## config.mk

```make
export PLATFORM = sky130hd
export DESIGN_NAME = fadd_rr_scheduler
export DESIGN_NICKNAME = d
export VERILOG_FILES = /design/src/rtl/fadd_rr_scheduler.sv
export SDC_FILE = /design/constraint.sdc
export NUM_CORES = 1
export LEC_CHECK = 0
export CAP_MARGIN = 10
export CORE_MARGIN = 4
export CORE_UTILIZATION = 30
export DETAILED_ROUTE_END_ITERATION = 10
export SETUP_SLACK_MARGIN = 0.15
export SLEW_MARGIN = 15
export SYNTH_ARGS = -nofsm -noshare
export SYNTH_HDL_FRONTEND = slang
export SYNTH_SLANG_ARGS = --single-unit
```

## constraint.sdc

```tcl
create_clock -name aclk -period 6.4 [get_ports aclk]
set_input_delay 1.28 -clock aclk [delete_from_list [all_inputs] [get_ports aclk]]
set_output_delay 1.28 -clock aclk [all_outputs]
set_load 0.1 [all_outputs]
```

## src/rtl/fadd_rr_scheduler.sv

```systemverilog
// Round-robin front end that shares one fixed-latency FP16 adder between N_REQ requesters.
// A tag pipeline matched to the adder latency routes each result back to its issuer.
module fadd_rr_scheduler #(
  parameter int N_REQ   = 4,
  parameter int ADD_LAT = 6,
  parameter int MAX_OUT = 4
) (
  input  logic                 aclk,
  input  logic                 aresetn,
  input  logic                 cfg_en,
  input  logic [N_REQ-1:0]     req_valid,
  output logic [N_REQ-1:0]     req_ready,
  input  logic [16*N_REQ-1:0]  req_a,
  input  logic [16*N_REQ-1:0]  req_b,
  output logic [N_REQ-1:0]     rsp_valid,
  output logic [15:0]          rsp_data,
  output logic                 rsp_exc,
  output logic                 busy,
  output logic [15:0]          fadd_a_tdata,
  output logic [15:0]          fadd_b_tdata,
  output logic                 fadd_a_tvalid,
  output logic                 fadd_b_tvalid,
  input  logic [15:0]          fadd_result_tdata,
  input  logic                 fadd_result_tvalid
);

  localparam int IDW = $clog2(N_REQ);
  localparam int CW  = $clog2(MAX_OUT + 1);

  logic [IDW-1:0]   ptr_reg;
  logic [CW-1:0]    cnt_reg [N_REQ];
  logic [ADD_LAT:0] tag_v_reg;
  logic [IDW-1:0]   tag_id_reg [ADD_LAT+1];
  logic [N_REQ-1:0] rsp_valid_reg;
  logic [15:0]      rsp_data_reg;
  logic             rsp_exc_reg;
  logic [15:0]      fadd_a_reg;
  logic [15:0]      fadd_b_reg;
  logic             fadd_v_reg;
  logic             busy_reg;

  logic [N_REQ-1:0] eligible;
  logic [N_REQ-1:0] grant;
  logic [N_REQ-1:0] retire;
  logic [N_REQ-1:0] cnt_nz;
  logic [IDW-1:0]   cand_id [N_REQ];
  logic [IDW-1:0]   grant_id;
  logic             found;

  // cand_id[k] is the k-th requester in priority order, starting just after the last winner.
  genvar gi;
  generate
    for (gi = 0; gi < N_REQ; gi++) begin : g_req
      logic [IDW:0] sum;
      assign sum          = {1'b0, ptr_reg} + (IDW+1)'(gi + 1);
      assign cand_id[gi]  = (sum >= (IDW+1)'(N_REQ)) ? IDW'(sum - (IDW+1)'(N_REQ)) : sum[IDW-1:0];
      assign eligible[gi] = aresetn & cfg_en & req_valid[gi] & (cnt_reg[gi] != CW'(MAX_OUT));
      assign retire[gi]   = tag_v_reg[ADD_LAT] & (tag_id_reg[ADD_LAT] == IDW'(gi));
      assign cnt_nz[gi]   = (cnt_reg[gi] != '0);
    end
  endgenerate

  always_comb begin
    found    = 1'b0;
    grant_id = '0;
    for (int k = 0; k < N_REQ; k++) begin
      if (!found && eligible[cand_id[k]]) begin
        found    = 1'b1;
        grant_id = cand_id[k];
      end
    end
    grant = '0;
    if (found) grant[grant_id] = 1'b1;
  end

  always_ff @(posedge aclk or negedge aresetn) begin
    if (!aresetn) begin
      ptr_reg       <= IDW'(N_REQ - 1);
      tag_v_reg     <= '0;
      rsp_valid_reg <= '0;
      rsp_data_reg  <= '0;
      rsp_exc_reg   <= 1'b0;
      fadd_a_reg    <= '0;
      fadd_b_reg    <= '0;
      fadd_v_reg    <= 1'b0;
      busy_reg      <= 1'b0;
      for (int i = 0; i < N_REQ; i++) cnt_reg[i] <= '0;
      for (int s = 0; s <= ADD_LAT; s++) tag_id_reg[s] <= '0;
    end else begin
      if (found) begin
        ptr_reg    <= grant_id;
        fadd_a_reg <= req_a[16*grant_id +: 16];
        fadd_b_reg <= req_b[16*grant_id +: 16];
        fadd_v_reg <= 1'b1;
      end else begin
        fadd_a_reg <= '0;
        fadd_b_reg <= '0;
        fadd_v_reg <= 1'b0;
      end

      tag_v_reg     <= {tag_v_reg[ADD_LAT-1:0], found};
      tag_id_reg[0] <= grant_id;
      for (int s = 1; s <= ADD_LAT; s++) tag_id_reg[s] <= tag_id_reg[s-1];

      // The adder's own valid is only an exception flag here; timing comes from the tags.
      rsp_valid_reg <= retire;
      if (tag_v_reg[ADD_LAT]) begin
        rsp_data_reg <= fadd_result_tdata;
        rsp_exc_reg  <= ~fadd_result_tvalid;
      end

      for (int i = 0; i < N_REQ; i++) begin
        assert (!(grant[i] && !retire[i] && (cnt_reg[i] == CW'(MAX_OUT))));
        assert (!(retire[i] && !grant[i] && (cnt_reg[i] == '0)));
        if (grant[i] && !retire[i]) cnt_reg[i] <= cnt_reg[i] + CW'(1);
        else if (retire[i] && !grant[i]) cnt_reg[i] <= cnt_reg[i] - CW'(1);
      end

      busy_reg <= (|tag_v_reg) | (|cnt_nz);
    end
  end

  assign req_ready     = grant;
  assign rsp_valid     = rsp_valid_reg;
  assign rsp_data      = rsp_data_reg;
  assign rsp_exc       = rsp_exc_reg;
  assign busy          = busy_reg;
  assign fadd_a_tdata  = fadd_a_reg;
  assign fadd_b_tdata  = fadd_b_reg;
  assign fadd_a_tvalid = fadd_v_reg;
  assign fadd_b_tvalid = fadd_v_reg;

endmodule
```

==> load_flow_metrics.sql, run 1 <==
INSERT INTO impl_metrics (metric_group, metric, value, unit) VALUES
('global_routing', 'grt_pass1_vias', '3565', ''),
('layout', 'layout_area_growth_over_synthesis', '62.8', '%'),
('cts', 'post-cts-setup-buffer-count', '0', ''),
('floorplan', 'floorplan.initialDensity', '30.6', '%'),
('timing', 'finalWorstPathRequiredPeriod', '4.97', 'ns'),
('critical_path', 'worst-path-buf-inv', '3', ''),
('drt', 'postRouteAntennaNets', '0', ''),
('timing', 'setup_violations', '0', ''),
('power_and_ir_drop', 'power.share.clock', '16.2', '%'),
('drt', 'detail_route.vias_per_cell', '4.58', ''),
('synthesis', 'synth_nets', '468', ''),
('floorplan', 'rows', '42', ''),
('floorplan', 'ios', '212', ''),
('critical_path', 'required', '5.12', 'ns'),
('cts', 'cts_htree_levels', '3', ''),
('timing', 'timing.setup.tns', '0', 'ns'),
('global_routing', 'first_pass_grt_wire_length', '19.0', 'mm'),
('power_and_ir_drop', 'internal-power', '1540', 'uW'),
('run_status', 'status', 'finished clean', ''),
('power_and_ir_drop', 'vdd_ir_drop_max', '0.171', 'mV'),
('critical_path', 'worst_path_max_delay_cell', 'sky130_fd_sc_hd__buf_4', ''),
('timing', 'tightest_slew', '1.09', 'ns'),
('timing', 'maxClockFrequency', '0.201', 'GHz'),
('drt', 'detailedRoute.firstPassIterationCount', '4', ''),
('cts', 'numClockSinks', '89', ''),
('synthesis', 'proportion_of_synthesized_chip_area_in_sequential_cells', '55.1', '%'),
('drt', 'via_count', '3204', ''),
('critical_path', 'timing.critical_path.slowest_cell_delay', '0.49', 'ns'),
('synthesis', 'synth-edff-count', '0', ''),
('global_routing', 'antenna_found_initial', '0', ''),
('global_routing', 'grt_max_degree', '55', ''),
('placed_design', 'hpwl', '9.92', 'mm'),
('drt', 'postRouteWirelength', '12.3', 'mm'),
('timing', 'period_utilisation_layout', '77.6', '%'),
('timing', 'final.setup_skew', '0.00910', 'ns'),
('synthesis', 'synth_cell_types', '41', ''),
('floorplan', 'die_area', '0.0154', 'mm^2'),
('critical_path', 'cp.arrival', '3.69', 'ns'),
('layout', 'design.final.nets', '679', ''),
('flow_run', 'max_cap_viol_count', '0', ''),
('critical_path', 'timing_worst_setup_path_type', 'in -> out', ''),
('floorplan', 'fp.dieH', '124', 'um'),
('worst_hold_path', 'class_of_the_most_critical_hold_timing_path', 'reg -> reg', ''),
('timing', 'maxSlewHeadroom', '27.3', '%'),
('placed_design', 'replace_congestion', '0.848', ''),
('synthesis', 'syn_area_per_cell', '13.1', 'um^2'),
('synthesis', 'syn-cell-area', '0.00405', 'mm^2'),
('layout', 'mostFrequentLayoutCells', 'sky130_fd_sc_hd__clkdlybuf4s50_1, sky130_fd_sc_hd__dfrtp_1, sky130_fd_sc_hd__mux2i_1', ''),
('power_and_ir_drop', 'share_comb_of_total_power', '55.1', '%'),
('drt', 'dr.first_iter.drc_count', '98', ''),
('cts', 'cts.reportedPaths.clkPinSlew', '0.06', 'ns'),
('cts', 'cts-hold-fix-buffers', '0', ''),
('drt', 'detail_route.drc_violations', '0', ''),
('layout', 'antenna_cells', '0', ''),
('timing', 'final-max-slew-violation-count', '0', ''),
('synthesis', 'synth_seq_cells', '89', ''),
('critical_path', 'critical_path.endpoint_type', 'primary output', ''),
('synthesis', 'synthesis.instances', '308', ''),
('layout', 'layout.core_utilization', '49.8', '%'),
('synthesis', 'proportion_of_register_bits_with_asynchronous_set_or_reset_after_synthesis', '100', '%'),
('power_and_ir_drop', 'seq_power_share', '28.6', '%'),
('cts', 'cts_inserted_buffers', '9', ''),
('placed_design', 'portBuffers', '211', ''),
('cts', 'skew_pair_late_insertion_delay', '0.34', 'ns'),
('critical_path', 'crit_path_start_kind', 'input port', ''),
('timing', 'final-hold-violation-count', '0', ''),
('timing', 'fin_hold_ws', '0.339', 'ns'),
('power_and_ir_drop', 'pwr_per_cell_area', '459', 'mW/mm^2'),
('global_routing', 'grtUsageTotal', '16.4', '%'),
('global_routing', 'globalRoute.totalOverflow', '0', ''),
('floorplan', 'area_of_the_core_region', '0.0132', 'mm^2');
-- layer usage --
| metal | up-vias | wire length [um] | global-route usage [%] |
|---|---|---|---|
| li1 | 1533 | - | - |
| met4 | 0 | 127 | 3.76 |
| met3 | 11 | 1550 | 9.40 |
| met5 | - | 0 | 0 |
| met2 | 140 | 6030 | 27.6 |
| met1 | 1520 | 4630 | 18.1 |
-- power groups by stage --
| stage | Combinational (uW) | Sequential [uW] | Clock, uW |
|---|---|---|---|
| global route | 1750 | 897 | 534 |
| floorplan | 525 | 1580 | 0 |
| finish | 1670 | 867 | 491 |
| global placement | 1670 | 872 | 0 |
| detailed placement | 1680 | 879 | 0 |
| CTS | 1690 | 870 | 509 |
-- synth_stat cells (4+ instances only) --
master	number	area [um^2]
sky130_fd_sc_hd__inv_1	11	41.3
sky130_fd_sc_hd__xor2_1	8	70.1
sky130_fd_sc_hd__nand2_1	4	15.0
sky130_fd_sc_hd__ha_1	4	50.1
sky130_fd_sc_hd__mux2_2	20	225
sky130_fd_sc_hd__dfrtp_1	87	2180
sky130_fd_sc_hd__o22ai_1	33	206
sky130_fd_sc_hd__nor2_1	12	45.0
sky130_fd_sc_hd__fa_1	4	80.1
sky130_fd_sc_hd__mux2i_1	65	651
sky130_fd_sc_hd__nand3_1	6	30.0
sky130_fd_sc_hd__buf_4	4	30.0
sky130_fd_sc_hd__xnor2_1	4	35.0
sky130_fd_sc_hd__nor4_1	5	31.3
-- per-stage QoR --
step	setup slack (ns)	area (um^2)	total power, uW
floorplan	1.52	4050	2110
global placement	1.45	6310	2540
detailed placement	1.36	6310	2560
CTS	1.35	6590	3060
global route	1.12	6590	3180
finish	1.43	6590	3020
-- final timing paths --
| path | start | end | cells after the start | slack, ns |
|---|---|---|---|---|
| min in group asynchronous | aresetn | cnt_reg[9] | 1 | 0.96 |
| max | aresetn | req_ready[0] | 9 | 1.43 |
| min | tag_id_reg[10] | tag_id_reg[8] | 0 | 0.34 |
| max reg2reg | cnt_reg[6] | cnt_reg[10] | 11 | 3.00 |
| max in group asynchronous | aresetn | ptr_reg[0] | 2 | 4.46 |
| min reg2reg | tag_id_reg[10] | tag_id_reg[8] | 0 | 0.34 |
-- area by class of cell --
class / instances / area (um^2)
clock buffer: 10 / 229
clock inverter: 6 / 50.0
fill: 1221 / 6650
inverter: 12 / 45.0
multi-input combinational: 191 / 1650
sequential: 89 / 2230
tap: 176 / 220
timing repair buffer: 216 / 2170
-- cell families (layout without fill, tap and decap cells) --
kind of cell | Yosys count | count (layout) | share of synthesized area [%]
AOI/OAI and AO/OA | 41 | 41 | 7.01
buffers and inverters | 28 | 244 | 4.32
muxes | 85 | 85 | 21.6
and+or+nand+nor | 45 | 45 | 6.18
adders and majority gates | 8 | 8 | 3.21
xor gates and xnor gates | 12 | 12 | 2.59
DFF | 89 | 89 | 55.1
Power figures use the tool's default switching activity.
==> inputs of run 2 (changes only) <==
--- a/config.mk
+++ b/config.mk
@@ -9,6 +9,7 @@
 export CORE_MARGIN = 4
 export CORE_UTILIZATION = 30
 export DETAILED_ROUTE_END_ITERATION = 10
+export PLACE_DENSITY = 0.66
 export SETUP_SLACK_MARGIN = 0.15
 export SLEW_MARGIN = 15
 export SYNTH_ARGS = -nofsm -noshare
==> constraint.sdc (replaced) <==
create_clock -name aclk -period 4.5 [get_ports aclk]
set_input_delay 0.9 -clock aclk [delete_from_list [all_inputs] [get_ports aclk]]
set_output_delay 0.9 -clock aclk [all_outputs]
set_load 0.1 [all_outputs]
==> run 2 against run 1 <==
Effect of this change: wire length shrank 11%; non-clock buffer count is 1 higher; cell count rose by 0.14%; sequential share of layout area down 0.090 points; clock power grew 40%; hold slack better by 0.0079 ns; combinational power rose by 41%; global-route usage down 2.2 points; critical endpoint is now req_ready[2].
==> load_flow_metrics.sql, run 2 (synthesis gave the netlist of run 1 again) <==
INSERT INTO impl_metrics (metric_group, metric, value, unit) VALUES
('run_status', 'status', 'finished clean', ''),
('global_routing', 'grt_max_degree', '66', ''),
('global_routing', 'antenna_found_initial', '0', ''),
('timing', 'setup_violations', '0', ''),
('cts', 'numClockSinks', '89', ''),
('worst_hold_path', 'class_of_the_most_critical_hold_timing_path', 'reg -> reg', ''),
('global_routing', 'grtUsageTotal', '14.3', '%'),
('power_and_ir_drop', 'seq_power_share', '28.8', '%'),
('timing', 'fin_hold_ws', '0.347', 'ns'),
('critical_path', 'critical_path.endpoint_type', 'primary output', ''),
('drt', 'postRouteWirelength', '11.0', 'mm'),
('layout', 'antenna_cells', '0', ''),
('floorplan', 'floorplan.initialDensity', '30.6', '%'),
('floorplan', 'floorplan_die_width', '124', 'um'),
('global_routing', 'grt_pass1_vias', '3469', ''),
('power_and_ir_drop', 'vdd_ir_drop_max', '0.232', 'mV'),
('power_and_ir_drop', 'share_comb_of_total_power', '55.2', '%'),
('critical_path', 'worst-path-max-fanout', '11', ''),
('cts', 'post-cts-setup-buffer-count', '0', ''),
('layout', 'mostFrequentLayoutCells', 'sky130_fd_sc_hd__clkdlybuf4s50_1, sky130_fd_sc_hd__dfrtp_1, sky130_fd_sc_hd__mux2i_1', ''),
('power_and_ir_drop', 'internal-power', '2200', 'uW'),
('cts', 'cts_tree', 'done', ''),
('drt', 'detail_route.vias_per_cell', '4.56', ''),
('cts', 'cts-resized-gates', '0', ''),
('layout', 'final.fill_count', '1208', ''),
('floorplan', 'rows', '42', ''),
('cts', 'cts.reportedPaths.clkPinSlew', '0.06', 'ns'),
('power_and_ir_drop', 'switching_power', '2080', 'uW'),
('timing', 'finalWorstPathRequiredPeriod', '3.83', 'ns'),
('layout', 'layout_area_growth_over_synthesis', '63.2', '%'),
('timing', 'final.setup_skew', '0.00502', 'ns'),
('cts', 'cts_htree_levels', '3', ''),
('timing', 'timing.setup.tns', '0', 'ns'),
('timing', 'final-hold-violation-count', '0', ''),
('floorplan', 'fp.dieH', '124', 'um'),
('cts', 'skew_pair_late_insertion_delay', '0.33', 'ns'),
('layout', 'layout_commonest_cell', 'sky130_fd_sc_hd__clkdlybuf4s50_1', ''),
('cts', 'cts_inserted_buffers', '9', ''),
('cts', 'clk_root_buffer_cell', 'sky130_fd_sc_hd__clkbuf_16', ''),
('flow_run', 'max_cap_viol_count', '0', ''),
('drt', 'postRouteAntennaNets', '0', ''),
('timing', 'maxClockFrequency', '0.261', 'GHz'),
('power_and_ir_drop', 'swShare', '48.6', '%'),
('placed_design', 'hpwl', '8.67', 'mm'),
('critical_path', 'timing_worst_setup_path_type', 'in -> out', ''),
('timing', 'final-max-slew-violation-count', '0', ''),
('timing', 'tightest_slew', '1.04', 'ns'),
('critical_path', 'cp.arrival', '2.93', 'ns'),
('placed_design', 'replace_congestion', '0.791', ''),
('floorplan', 'die_area', '0.0154', 'mm^2'),
('drt', 'via_count', '3199', ''),
('layout', 'design.final.nets', '680', ''),
('critical_path', 'crit-reg2reg-launch', 'cnt_reg[6]', ''),
('floorplan', 'area_of_the_core_region', '0.0132', 'mm^2'),
('power_and_ir_drop', 'p_leak', '0.00301', 'uW'),
('drt', 'dr.first_iter.drc_count', '93', ''),
('global_routing', 'first_pass_grt_wire_length', '16.9', 'mm'),
('timing', 'period_utilisation_layout', '85.0', '%'),
('placed_design', 'portBuffers', '211', ''),
('layout', 'drive_gt1_share', '11.0', '%'),
('worst_hold_path', 'hold_start', 'tag_id_reg[6]', ''),
('layout', 'layout.core_utilization', '49.9', '%'),
('critical_path', 'crit_path_start_kind', 'input port', ''),
('critical_path', 'startpoint', 'cfg_en', ''),
('global_routing', 'globalRoute.totalOverflow', '0', ''),
('cts', 'cts_max_path_buffers', '2', ''),
('timing', 'unrepaired_setup_endpoints_after_global_routing', 'false', ''),
('floorplan', 'ios', '212', ''),
('power_and_ir_drop', 'power.share.clock', '16.0', '%'),
('drt', 'detailedRoute.firstPassIterationCount', '4', ''),
('drt', 'routedWlPerCell', '15.7', 'um'),
('power_and_ir_drop', 'pwr_per_cell_area', '647', 'mW/mm^2'),
('critical_path', 'required', '3.60', 'ns'),
('timing', 'maxSlewHeadroom', '30.5', '%'),
('drt', 'detail_route.drc_violations', '0', ''),
('cts', 'cts-hold-fix-buffers', '0', '');
-- run 2: cell type report --
cell class / instances / area (um^2) / share of cell area (%)
clock inverters: 5 / 31.3 / 0.473
clock buffers: 11 / 243 / 3.67
flip-flops and latches: 89 / 2230 / 33.7
well taps: 176 / 220 / 3.33
inverters: 12 / 45.0 / 0.681
repair buffers: 217 / 2190 / 33.2
multi-input cells: 191 / 1650 / 24.9
-- run 2: final timing paths --
check	endpoint	slack (ns)	cells past startpoint
worst max-delay path	req_ready[2]	0.67	8
worst min-delay path	tag_id_reg[4]	0.35	0
worst max register to register	cnt_reg[5]	1.39	12
worst min register to register	tag_id_reg[4]	0.35	0
max in group asynchronous	rsp_data[4]	2.90	2
min in group asynchronous	tag_v_reg[5]	0.48	1
-- run 2: layer usage --
layer | global-route usage [%] | vias up | wire length, um | part of all wire [%]
li1 | - | 1539 | - | -
met4 | 5.48 | 0 | 202 | 1.8
met5 | 0 | - | 0 | 0
met2 | 24.3 | 139 | 5400 | 49
met1 | 15.9 | 1508 | 4230 | 39
met3 | 5.95 | 13 | 1140 | 10
-- run 2: critical path, cell delays in order --
cell and delay [ns]:
sky130_fd_sc_hd__clkdlybuf4s50_1 0.52, sky130_fd_sc_hd__and2_1 0.20, sky130_fd_sc_hd__nand3_2 0.14, sky130_fd_sc_hd__a32oi_1 0.27, sky130_fd_sc_hd__nand3_1 0.15, sky130_fd_sc_hd__buf_4 0.21
sky130_fd_sc_hd__nor2_1 0.30, sky130_fd_sc_hd__buf_12 0.22
-- run 2: through the flow --
| step | total power, uW | instances | setup slack (ns) | cell area [um^2] |
|---|---|---|---|---|
| final | 4280 | 701 | 0.674 | 6610 |
| after global routing | 4500 | 701 | 0.594 | 6610 |
| after CTS | 4340 | 701 | 0.678 | 6610 |
| after detailed placement | 3630 | 685 | 0.607 | 6340 |
| after global placement | 3600 | 685 | 0.783 | 6340 |
| after floorplan | 3000 | 308 | 0.0262 | 4050 |
-- run 2: power groups by stage --
stage | sequential [uW] | combinational (uW) | clock [uW]
finish | 1230 | 2360 | 687
global route | 1270 | 2480 | 750
CTS | 1240 | 2390 | 714
detailed placement | 1250 | 2380 | 0
global placement | 1240 | 2360 | 0
floorplan | 2250 | 749 | 0
==> inputs of run 3 (changes only) <==
--- a/config.mk
+++ b/config.mk
@@ -9,9 +9,10 @@
 export CORE_MARGIN = 4
 export CORE_UTILIZATION = 30
 export DETAILED_ROUTE_END_ITERATION = 10
-export PLACE_DENSITY = 0.66
+export GPL_ROUTABILITY_DRIVEN = 0
+export PLACE_DENSITY_LB_ADDON = 0.08
 export SETUP_SLACK_MARGIN = 0.15
-export SLEW_MARGIN = 15
+export SLEW_MARGIN = 20
 export SYNTH_ARGS = -nofsm -noshare
 export SYNTH_HDL_FRONTEND = slang
 export SYNTH_SLANG_ARGS = --single-unit
==> run 3 against run 2 <==
Effect of this change: hold slack better by 0.0021 ns; first-iteration DRC count is 52% higher; utilization rose by 0.36 points; via count up 1.1%; critical path depth decreased by 1; wire length increased by 6.9%; setup slack got worse by 0.040 ns; flip-flop and latch count did not move; combinational power hardly changed.
==> load_flow_metrics.sql, run 3 (synthesis gave the netlist of run 1 again) <==
INSERT INTO impl_metrics (metric_group, metric, value, unit) VALUES
('power_and_ir_drop', 'pwr_per_cell_area', '661', 'mW/mm^2'),
('timing', 'finalWorstPathRequiredPeriod', '3.87', 'ns'),
('timing', 'final-max-slew-violation-count', '0', ''),
('layout', 'mostFrequentLayoutCells', 'sky130_fd_sc_hd__clkdlybuf4s50_1, sky130_fd_sc_hd__dfrtp_1, sky130_fd_sc_hd__mux2i_1', ''),
('placed_design', 'hpwl', '9.15', 'mm'),
('cts', 'cts_htree_levels', '3', ''),
('floorplan', 'rows', '42', ''),
('placed_design', 'dpl_cell_area', '0.00634', 'mm^2'),
('timing', 'period_utilisation_layout', '85.9', '%'),
('drt', 'via_count', '3234', ''),
('drt', 'detail_route.drc_violations', '0', ''),
('critical_path', 'crit_path_start_kind', 'input port', ''),
('critical_path', 'critical_path.endpoint_type', 'primary output', ''),
('critical_path', 'crit-reg2reg-launch', 'cnt_reg[6]', ''),
('timing', 'setup_violations', '0', ''),
('cts', 'cts_max_path_buffers', '2', ''),
('critical_path', 'cp.arrival', '2.97', 'ns'),
('layout', 'final_cells', '701', ''),
('drt', 'detail_route.vias_per_cell', '4.61', ''),
('run_status', 'status', 'finished clean', ''),
('cts', 'cts-resized-gates', '0', ''),
('timing', 'maxSlewHeadroom', '28.9', '%'),
('floorplan', 'area_of_the_core_region', '0.0132', 'mm^2'),
('timing', 'final.setup_skew', '0.00715', 'ns'),
('critical_path', 'timing_worst_setup_path_type', 'in -> out', ''),
('critical_path', 'required', '3.60', 'ns'),
('floorplan', 'floorplan.initialDensity', '30.6', '%'),
('timing', 'unrepaired_setup_endpoints_after_global_routing', 'false', ''),
('cts', 'cts-hold-fix-buffers', '0', ''),
('floorplan', 'ios', '212', ''),
('global_routing', 'grtUsageTotal', '15.4', '%'),
('drt', 'dr.first_iter.drc_count', '141', ''),
('floorplan', 'fp.dieH', '124', 'um'),
('drt', 'routedWlPerCell', '16.8', 'um'),
('floorplan', 'floorplan_die_width', '124', 'um'),
('global_routing', 'first_pass_grt_wire_length', '17.9', 'mm'),
('layout', 'drive_gt1_share', '11.0', '%'),
('floorplan', 'die_area', '0.0154', 'mm^2'),
('drt', 'postRouteWirelength', '11.7', 'mm'),
('critical_path', 'startpoint', 'cfg_en', ''),
('cts', 'cts_tree', 'done', ''),
('global_routing', 'grt_max_degree', '54', ''),
('global_routing', 'grt_pass1_vias', '3445', ''),
('placed_design', 'placedCellCount', '685', ''),
('global_routing', 'antenna_found_initial', '0', ''),
('power_and_ir_drop', 'vdd_ir_drop_max', '0.200', 'mV'),
('global_routing', 'globalRoute.totalOverflow', '0', ''),
('timing', 'timing.setup.tns', '0', 'ns'),
('layout', 'design.final.nets', '680', ''),
('timing', 'tightest_slew', '1.06', 'ns'),
('placed_design', 'portBuffers', '211', ''),
('layout', 'antenna_cells', '0', ''),
('cts', 'numClockSinks', '89', ''),
('power_and_ir_drop', 'p_leak', '0.00303', 'uW'),
('layout', 'layout_commonest_cell', 'sky130_fd_sc_hd__clkdlybuf4s50_1', ''),
('timing', 'maxClockFrequency', '0.259', 'GHz'),
('timing', 'final-hold-violation-count', '0', ''),
('critical_path', 'worst-path-max-fanout', '7', ''),
('cts', 'clk_root_buffer_cell', 'sky130_fd_sc_hd__clkbuf_16', ''),
('layout', 'final.fill_count', '1265', ''),
('cts', 'cts.reportedPaths.clkPinSlew', '0.06', 'ns'),
('layout', 'layout.cell_area.non_filler', '0.00666', 'mm^2'),
('flow_run', 'max_cap_viol_count', '0', ''),
('worst_hold_path', 'class_of_the_most_critical_hold_timing_path', 'reg -> reg', ''),
('drt', 'postRouteAntennaNets', '0', ''),
('layout', 'layout_area_growth_over_synthesis', '64.4', '%'),
('cts', 'cts_inserted_buffers', '9', ''),
('cts', 'post-cts-setup-buffer-count', '0', ''),
('drt', 'detailedRoute.firstPassIterationCount', '4', ''),
('cts', 'skew_pair_late_insertion_delay', '0.33', 'ns'),
('worst_hold_path', 'hold_start', 'tag_id_reg[11]', '');
-- run 3: changes by cell type in the layout (fill, tap and decap cells not counted), sizes merged --
cell      change
clkinv        -1
bufinv        +2
clkinvlp      -1
-- run 3: worst paths after layout --
check	endpoint	cells past startpoint	slack [ns]
worst max-delay path	req_ready[2]	7	0.63
worst min-delay path	tag_id_reg[9]	0	0.35
worst max register to register	cnt_reg[5]	11	1.29
worst min register to register	tag_id_reg[9]	0	0.35
max in group asynchronous	rsp_data[9]	2	3.22
min in group asynchronous	fadd_b_tdata[2]	1	0.40
-- run 3: critical path, cell delays in order --
cell and delay, ns:
sky130_fd_sc_hd__clkdlybuf4s50_1 0.51, sky130_fd_sc_hd__and2_1 0.19, sky130_fd_sc_hd__nand3_2 0.14, sky130_fd_sc_hd__a32oi_1 0.29
sky130_fd_sc_hd__nand3_1 0.34, sky130_fd_sc_hd__nor2_1 0.36, sky130_fd_sc_hd__buf_12 0.22
-- run 3: report_power, final --
| part | internal (uW) | switching, uW | total [uW] | leakage [uW] |
|---|---|---|---|---|
| logic | 750 | 1610 | 2360 | 0.00177 |
| clock network | 501 | 308 | 809 | 0.000159 |
| registers | 1060 | 171 | 1230 | 0.00110 |
-- run 3: through the flow --
step	setup slack, ns	utilization, %	power, uW	hold slack (ns)
2_1_floorplan	0.0262	-	3000	0.331
3_3_place_gp	0.693	47.9	3610	0.332
3_5_place_dp	0.548	47.9	3630	0.336
4_1_cts	0.635	50.3	4460	0.350
5_1_grt	0.522	50.3	4610	0.354
6_report	0.635	50.3	4400	0.349
-- run 3: area by class of cell --
class	count	area (um^2)	area share [%]
sequential	89	2230	33.5
timing repair buffer	217	2190	33.0
multi-input combinational	191	1650	24.7
clock buffer	11	243	3.65
tap	176	220	3.31
clock inverter	5	78.8	1.18
inverter	12	45.0	0.676
-- run 3: layer usage --
layer  part of all wire (%)  vias to the layer above  GRT usage, %
met1                     38                     1551          17.1
met3                     11                       12          8.17
met4                    1.4                        0          5.27
met2                     49                      136          25.1
met5                      0                        -             0
li1                       -                     1535             -
